`config.mk`:
```
export PLATFORM = sky130hd
export DESIGN_NAME = vscpu_intc_flat
export DESIGN_NICKNAME = d
export VERILOG_FILES = /design/src/rtl/vscpu_pkg.sv /design/src/rtl/vscpu_intc_if.sv /design/src/rtl/vscpu_prio_enc.sv /design/src/rtl/vscpu_intc.sv /design/src/flat_wrapper.sv
export SDC_FILE = /design/constraint.sdc
export NUM_CORES = 1
export LEC_CHECK = 0
export CORE_ASPECT_RATIO = 0.9
export CORE_MARGIN = 2
export CORE_UTILIZATION = 42
export DETAILED_ROUTE_END_ITERATION = 10
export HOLD_SLACK_MARGIN = 0.08
export PLACE_DENSITY = 0.84
export SYNTH_ARGS = -nofsm -noshare
export SYNTH_HDL_FRONTEND = slang
export SYNTH_SLANG_ARGS = --single-unit
export TNS_END_PERCENT = 1
```
`constraint.sdc`:
```
create_clock -name clk -period 1.84 [get_ports clk]
set_input_delay 0.184 -clock clk [delete_from_list [all_inputs] [get_ports clk]]
set_output_delay 0.184 -clock clk [all_outputs]
set_load 0.02 [all_outputs]
```
`src/rtl/vscpu_pkg.sv`:
```
// Shared definitions for the VerySimpleCPU interrupt controller: register window offsets and FSM states.
// Pure declarations, no logic; imported by the controller files.
package vscpu_pkg;

    localparam logic [2:0] OFF_MASK = 3'd0;
    localparam logic [2:0] OFF_PEND = 3'd1;
    localparam logic [2:0] OFF_EOI  = 3'd2;
    localparam logic [2:0] OFF_ACT  = 3'd3;
    localparam logic [2:0] OFF_EDGE = 3'd4;

    typedef enum logic [1:0] {
        IDLE    = 2'd0,
        REQ     = 2'd1,
        SERVICE = 2'd2
    } state_t;

endpackage

```
`src/rtl/vscpu_intc_if.sv`:
```
// CPU-side bus between VerySimpleCPU and its interrupt controller: snooped writes, register reads, request/ack.
// No flow control; the CPU drives, the controller answers combinationally or from registers.
interface vscpu_intc_if #(
    parameter int ADDR_W = 14
);
    logic              wrEn;
    logic [ADDR_W-1:0] addr_toRAM;
    logic [31:0]       data_toRAM;
    logic              rd_hit;
    logic [31:0]       rd_data;
    logic              interrupt;
    logic              irq_ack;
    logic [ADDR_W-1:0] vec_addr;
    logic [4:0]        active_id;

    modport master (
        output wrEn, addr_toRAM, data_toRAM, irq_ack,
        input  rd_hit, rd_data, interrupt, vec_addr, active_id
    );

    modport slave (
        input  wrEn, addr_toRAM, data_toRAM, irq_ack,
        output rd_hit, rd_data, interrupt, vec_addr, active_id
    );
endinterface

```
`src/rtl/vscpu_prio_enc.sv`:
```
// Fixed-priority encoder: index of the lowest set request bit plus a valid flag.
// Purely combinational, zero latency, no backpressure.
module vscpu_prio_enc #(
    parameter int W = 8
) (
    input  logic [W-1:0] req,
    output logic [4:0]   idx,
    output logic         vld
);

    always_comb begin
        idx = '0;
        vld = 1'b0;
        // Scanning downward lets the lowest set index be the last one written.
        for (int i = W - 1; i >= 0; i--) begin
            if (req[i]) begin
                idx = 5'(i);
                vld = 1'b1;
            end
        end
    end

endmodule

```
`src/rtl/vscpu_intc.sv`:
```
// Prioritised interrupt controller for VerySimpleCPU; pending->interrupt 1 cycle, edge->interrupt 2 cycles.
// No backpressure: a request is held until irq_ack, later arrivals wait in PENDING.
module vscpu_intc
    import vscpu_pkg::*;
#(
    parameter int                NUM_IRQ    = 8,
    parameter int                ADDR_W     = 14,
    parameter logic [ADDR_W-1:0] BASE_ADDR  = 14'h3FF0,
    parameter logic [ADDR_W-1:0] VEC_BASE   = 14'd60,
    parameter int                VEC_STRIDE = 4
) (
    input  logic               clk,
    input  logic               rst,
    input  logic [NUM_IRQ-1:0] irq_in,
    vscpu_intc_if.slave        bus
);

    logic [NUM_IRQ-1:0] mask, edge_mode, pending, irq_prev;
    logic [NUM_IRQ-1:0] wdata, w1c, ack_clr, rise, pend_nxt;
    logic [ADDR_W-1:0]  offset, vec_q;
    logic [4:0]         id_q, win_id;
    logic               hit, win_vld, int_q, busy, wr;
    logic               wr_mask, wr_pend, wr_eoi, wr_edge;
    state_t             state;

    assign offset  = bus.addr_toRAM - BASE_ADDR;
    assign hit     = offset < ADDR_W'(5);
    assign wr      = bus.wrEn && hit;
    assign wr_mask = wr && (offset[2:0] == OFF_MASK);
    assign wr_pend = wr && (offset[2:0] == OFF_PEND);
    assign wr_eoi  = wr && (offset[2:0] == OFF_EOI);
    assign wr_edge = wr && (offset[2:0] == OFF_EDGE);
    assign wdata   = NUM_IRQ'(bus.data_toRAM);
    assign busy    = (state != IDLE);

    // Edge channels latch rising edges (set beats clear); level channels just follow the delayed input.
    assign rise     = irq_in & ~irq_prev;
    assign w1c      = wr_pend ? wdata : '0;
    assign ack_clr  = (state == REQ && bus.irq_ack) ? (NUM_IRQ'(1) << id_q) : '0;
    assign pend_nxt = (edge_mode & ((pending & ~(w1c | ack_clr)) | rise)) | (~edge_mode & irq_in);

    vscpu_prio_enc #(.W(NUM_IRQ)) u_prio (
        .req (pending & mask),
        .idx (win_id),
        .vld (win_vld)
    );

    always_comb begin
        bus.rd_data = '0;
        if (hit) begin
            case (offset[2:0])
                OFF_MASK: bus.rd_data = 32'(mask);
                OFF_PEND: bus.rd_data = 32'(pending);
                OFF_ACT:  bus.rd_data = busy ? {26'd0, 1'b1, id_q} : 32'd0;
                OFF_EDGE: bus.rd_data = 32'(edge_mode);
                default:  bus.rd_data = '0;
            endcase
        end
    end

    assign bus.rd_hit    = hit;
    assign bus.interrupt = int_q;
    assign bus.vec_addr  = vec_q;
    assign bus.active_id = id_q;

    always_ff @(posedge clk) begin
        if (rst) begin
            mask      <= '0;
            edge_mode <= '0;
            pending   <= '0;
            irq_prev  <= '0;
            state     <= IDLE;
            int_q     <= 1'b0;
            vec_q     <= '0;
            id_q      <= '0;
        end else begin
            irq_prev <= irq_in;
            pending  <= pend_nxt;
            if (wr_mask) mask      <= wdata;
            if (wr_edge) edge_mode <= wdata;
            case (state)
                IDLE: if (win_vld) begin
                    state <= REQ;
                    int_q <= 1'b1;
                    id_q  <= win_id;
                    vec_q <= VEC_BASE + ADDR_W'(32'(win_id) * VEC_STRIDE);
                end
                REQ: if (bus.irq_ack) begin
                    state <= SERVICE;
                    int_q <= 1'b0;
                end
                SERVICE: if (wr_eoi) state <= IDLE;
                default: state <= IDLE;
            endcase
        end
    end

endmodule

```
`src/flat_wrapper.sv`:
```
// flat-port wrapper written by rule: the top's interface ports become plain ports
module vscpu_intc_flat import vscpu_pkg::*;
#(
    parameter int                NUM_IRQ    = 8,
    parameter int                ADDR_W     = 14,
    parameter logic [ADDR_W-1:0] BASE_ADDR  = 14'h3FF0,
    parameter logic [ADDR_W-1:0] VEC_BASE   = 14'd60,
    parameter int                VEC_STRIDE = 4
)
  (clk, rst, irq_in, bus_wrEn, bus_addr_toRAM, bus_data_toRAM, bus_irq_ack, bus_rd_hit, bus_rd_data, bus_interrupt, bus_vec_addr, bus_active_id);
  vscpu_intc_if #(.ADDR_W(ADDR_W)) bus_i ();
  input  logic clk;
  input  logic rst;
  input  logic [NUM_IRQ-1:0] irq_in;
  input wire logic [$bits(bus_i.wrEn)-1:0] bus_wrEn;
  input wire logic [$bits(bus_i.addr_toRAM)-1:0] bus_addr_toRAM;
  input wire logic [$bits(bus_i.data_toRAM)-1:0] bus_data_toRAM;
  input wire logic [$bits(bus_i.irq_ack)-1:0] bus_irq_ack;
  output wire logic [$bits(bus_i.rd_hit)-1:0] bus_rd_hit;
  output wire logic [$bits(bus_i.rd_data)-1:0] bus_rd_data;
  output wire logic [$bits(bus_i.interrupt)-1:0] bus_interrupt;
  output wire logic [$bits(bus_i.vec_addr)-1:0] bus_vec_addr;
  output wire logic [$bits(bus_i.active_id)-1:0] bus_active_id;
  assign bus_i.wrEn = bus_wrEn;
  assign bus_i.addr_toRAM = bus_addr_toRAM;
  assign bus_i.data_toRAM = bus_data_toRAM;
  assign bus_i.irq_ack = bus_irq_ack;
  assign bus_rd_hit = bus_i.rd_hit;
  assign bus_rd_data = bus_i.rd_data;
  assign bus_interrupt = bus_i.interrupt;
  assign bus_vec_addr = bus_i.vec_addr;
  assign bus_active_id = bus_i.active_id;
  vscpu_intc #(.NUM_IRQ(NUM_IRQ), .ADDR_W(ADDR_W), .BASE_ADDR(BASE_ADDR), .VEC_BASE(VEC_BASE), .VEC_STRIDE(VEC_STRIDE)) u_core (.clk(clk), .rst(rst), .irq_in(irq_in), .bus(bus_i));
endmodule
```
==> metrics.txt <==
DR iter-0 viols 160; CP arrival 1.57 ns; later-pin clock latency in the skew report 0.30 ns; Seq/Total Area, Yosys 35.5%; Max VDD drop 0.513 mV; final setup vio count 0; Core ar. 5630 um2; Final Hold Viols 0; cell breakdown of the critical path dlygate4sd2_1, nand4b_1, or3_4, a211o_4, nor2_1, buf_2; Lkg Pwr 1.30 nW; chip width 84.1 um; kind of critical path input pin to primary output; initial antenna violation count 0; first-pass detailed-route iteration total 4; Worst Path Required 1.66 ns; Final nets 427; worst reg2reg setup slack 0.11 ns; number of max-cap violations 0; Longest Clk Path Bufs 2; Post-route DRC 0; WP depth 6; Ports 111; CTS tree done; RePlAce Congestion 0.944; final clock skew 0.00453 ns; final hold slack 0.452 ns; worst hold stages 2; slowest stage delay, CP 0.37 ns; vias in the first global route 2162; Tmin final 1.75 ns; Placement Cell Area 3120 um2; crit path launch bus_addr_toRAM[3]; worst-path maximum fanout 4; synthesized flop and latch total 43; wire length per cell 14.1 um; status finished clean; Max Clk Rate 0.571 GHz; die extent in y 76.1 um; Final Max Tran Viols 0; post-route cell area 3280 um2; CP delay by family, top simple AND/OR/NAND/NOR gates; areal power density over the cells 546 nW/um2; count of buffer and inverter cells on the critical path 2; Area Overhead vs Synth 35.3%; Cells after DPL 425; end of the worst register-to-register path u_core.bus.vec_addr[4]; largest net degree at the start of global routing 45; GRT Total Usage 18.8%; via/cell ratio 5.18; R2R cell count 6; Post-Layout Cell Count 438; Detail Route Antenna Nets 0; ratio of cells with drive above 1 in the final layout 19.6%; vias 2269; first-pass GRT wire length 9.93 mm; Syn Inst Count 283; Tcrit/Tclk final 95.2%; DP HPWL 4.59 mm; worst hold path class input pin to flip-flop; CTS Sinks 43; clock slew at reported path FFs 0.08 ns; post-synthesis instance area 2430 um2; # diodes 0; Ys Warns 0; Setup crit start kind input pin; number of I/O port buffers 51; Mean Syn Cell Area 8.58 um2; Setup crit end bus_rd_data[4]; Setup crit end kind primary output; Slowest cell on crit path or3_4; Unique masters post-synth 42; CTS root buf clkbuf_8; die area 6400 um2; Rows 26; Routed Wire Length 6.16 mm; r2r startpoint u_core.pending[5]; clock buffer count from CTS 5; Initial Util 43.1%; unrepaired setup endpoints after global routing false; Overflow after GRT 0; H-tree Lvls 2
## cells in the mapped netlist
cell / instances / area [um2]
dfxtp_1: 43 / 861
nor2_1: 40 / 150
buf_4: 35 / 263
nand2_1: 32 / 120
mux2i_1: 21 / 210
a21oi_1: 15 / 75.1
nor2b_1: 12 / 75.1
a211oi_1: 10 / 75.1
a22o_1: 10 / 87.6
a22oi_1: 8 / 60.1
clkbuf_1: 7 / 26.3
a2bb2oi_1: 3 / 26.3
mux2_2: 3 / 33.8
nand3_1: 3 / 15.0
nand4_1: 3 / 18.8
a211o_1: 2 / 17.5
a311oi_1: 2 / 17.5
a41o_1: 2 / 20.0
buf_1: 2 / 7.51
ha_1: 2 / 25.0
inv_1: 2 / 7.51
nand2b_1: 2 / 12.5
nand4bb_1: 2 / 22.5
nor3_1: 2 / 10.0
nor4_4: 2 / 42.5
or2_2: 2 / 12.5
a31o_2: 1 / 8.76
a31oi_1: 1 / 6.26
a32o_1: 1 / 10.0
a41oi_1: 1 / 8.76
and2_1: 1 / 6.26
and4_1: 1 / 8.76
buf_6: 1 / 11.3
conb_1: 1 / 3.75
nand3b_1: 1 / 7.51
nand4b_1: 1 / 8.76
nor4_2: 1 / 12.5
o211ai_1: 1 / 7.51
o22ai_1: 1 / 6.26
or3_1: 1 / 6.26
or3b_2: 1 / 8.76
or4b_4: 1 / 13.8
## where the power goes
part,internal [mW],switching (mW),total [mW]
clock network,0.266,0.305,0.571
registers,0.949,0.0132,0.962
logic,0.117,0.144,0.261
## state kept, by name, indices dropped and copies added, names as in the netlist
register and count:
u_core.state 2, u_core.bus.vec_addr 5, u_core.bus.active_id 3, u_core.mask 8, u_core.bus.interrupt 1, u_core.edge_mode 8
u_core.irq_prev 8, u_core.pending 8
## cell type report
cell class / count / area [um2]
repair buffers: 88 / 802
flip-flops and latches: 43 / 861
clock buffers: 7 / 76.3
fillers: 513 / 2340
multi-input cells: 227 / 1450
inverters: 2 / 7.51
well taps: 70 / 87.6
clock inverters: 1 / 5.00
## through the flow
| step | util (%) | setup WS, ns | TNS (ns) | power [mW] |
|---|---|---|---|---|
| after floorplan | - | 0.0265 | 0 | 1.17 |
| after global placement | 55.5 | -0.648 | -8.27 | 1.23 |
| after detailed placement | 55.5 | -0.670 | -8.69 | 1.23 |
| after CTS | 58.0 | 0.0604 | 0 | 1.80 |
| after global routing | 58.4 | 0.000456 | 0 | 1.86 |
| final | 58.4 | 0.0876 | 0 | 1.79 |
## per-layer routing
layer  wire [um]  track usage [%]
met1        2620             23.6
met3         534             3.68
met2        2890             31.7
met5           0                0
met4         119             7.26
## cell families (layout without fill, tap and decap cells)
group / after synthesis / in the layout / share of synthesized area [%]
mux: 24 / 24 / 10.1
buf+inv: 47 / 98 / 13.0
fa+ha+maj: 2 / 2 / 1.03
simple gates: 108 / 108 / 22.7
compound gates: 58 / 58 / 17.6
other cells: 1 / 35 / 0.154
flops: 43 / 43 / 35.5
## how the worst min path moves through the flow
stage | to | from
finish | u_core.irq_prev[1] | irq_in[1]
global route | u_core.irq_prev[1] | irq_in[1]
CTS | u_core.irq_prev[1] | irq_in[1]
detailed placement | u_core.bus.interrupt | u_core.bus.interrupt
global placement | u_core.bus.interrupt | u_core.bus.interrupt
floorplan | u_core.irq_prev[0] | rst
## what timing repair did
item                       4_1_cts  5_1_grt
gates resized for setup         66        5
hold endpoints to repair         0        0
gates cloned                     0        0
pin swaps                       13        1
setup endpoints to repair       14       13
buffers inserted                 4        1
hold buffers                     0        0
## layout by cell type (no fill, tap or decap), drive strengths merged, types with 7 or more instances in the layout
master,netlist,layout
clkbuf,7,7
a22o,10,10
dfxtp,43,43
nor2b,12,12
mux2i,21,21
conb,1,35
a21oi,15,15
a211oi,10,10
nand2,32,32
a22oi,8,8
dlygate4sd2,0,12
buf,38,45
clkdlybuf4s50,0,28
nor2,40,40
Power figures use the tool's default switching activity.
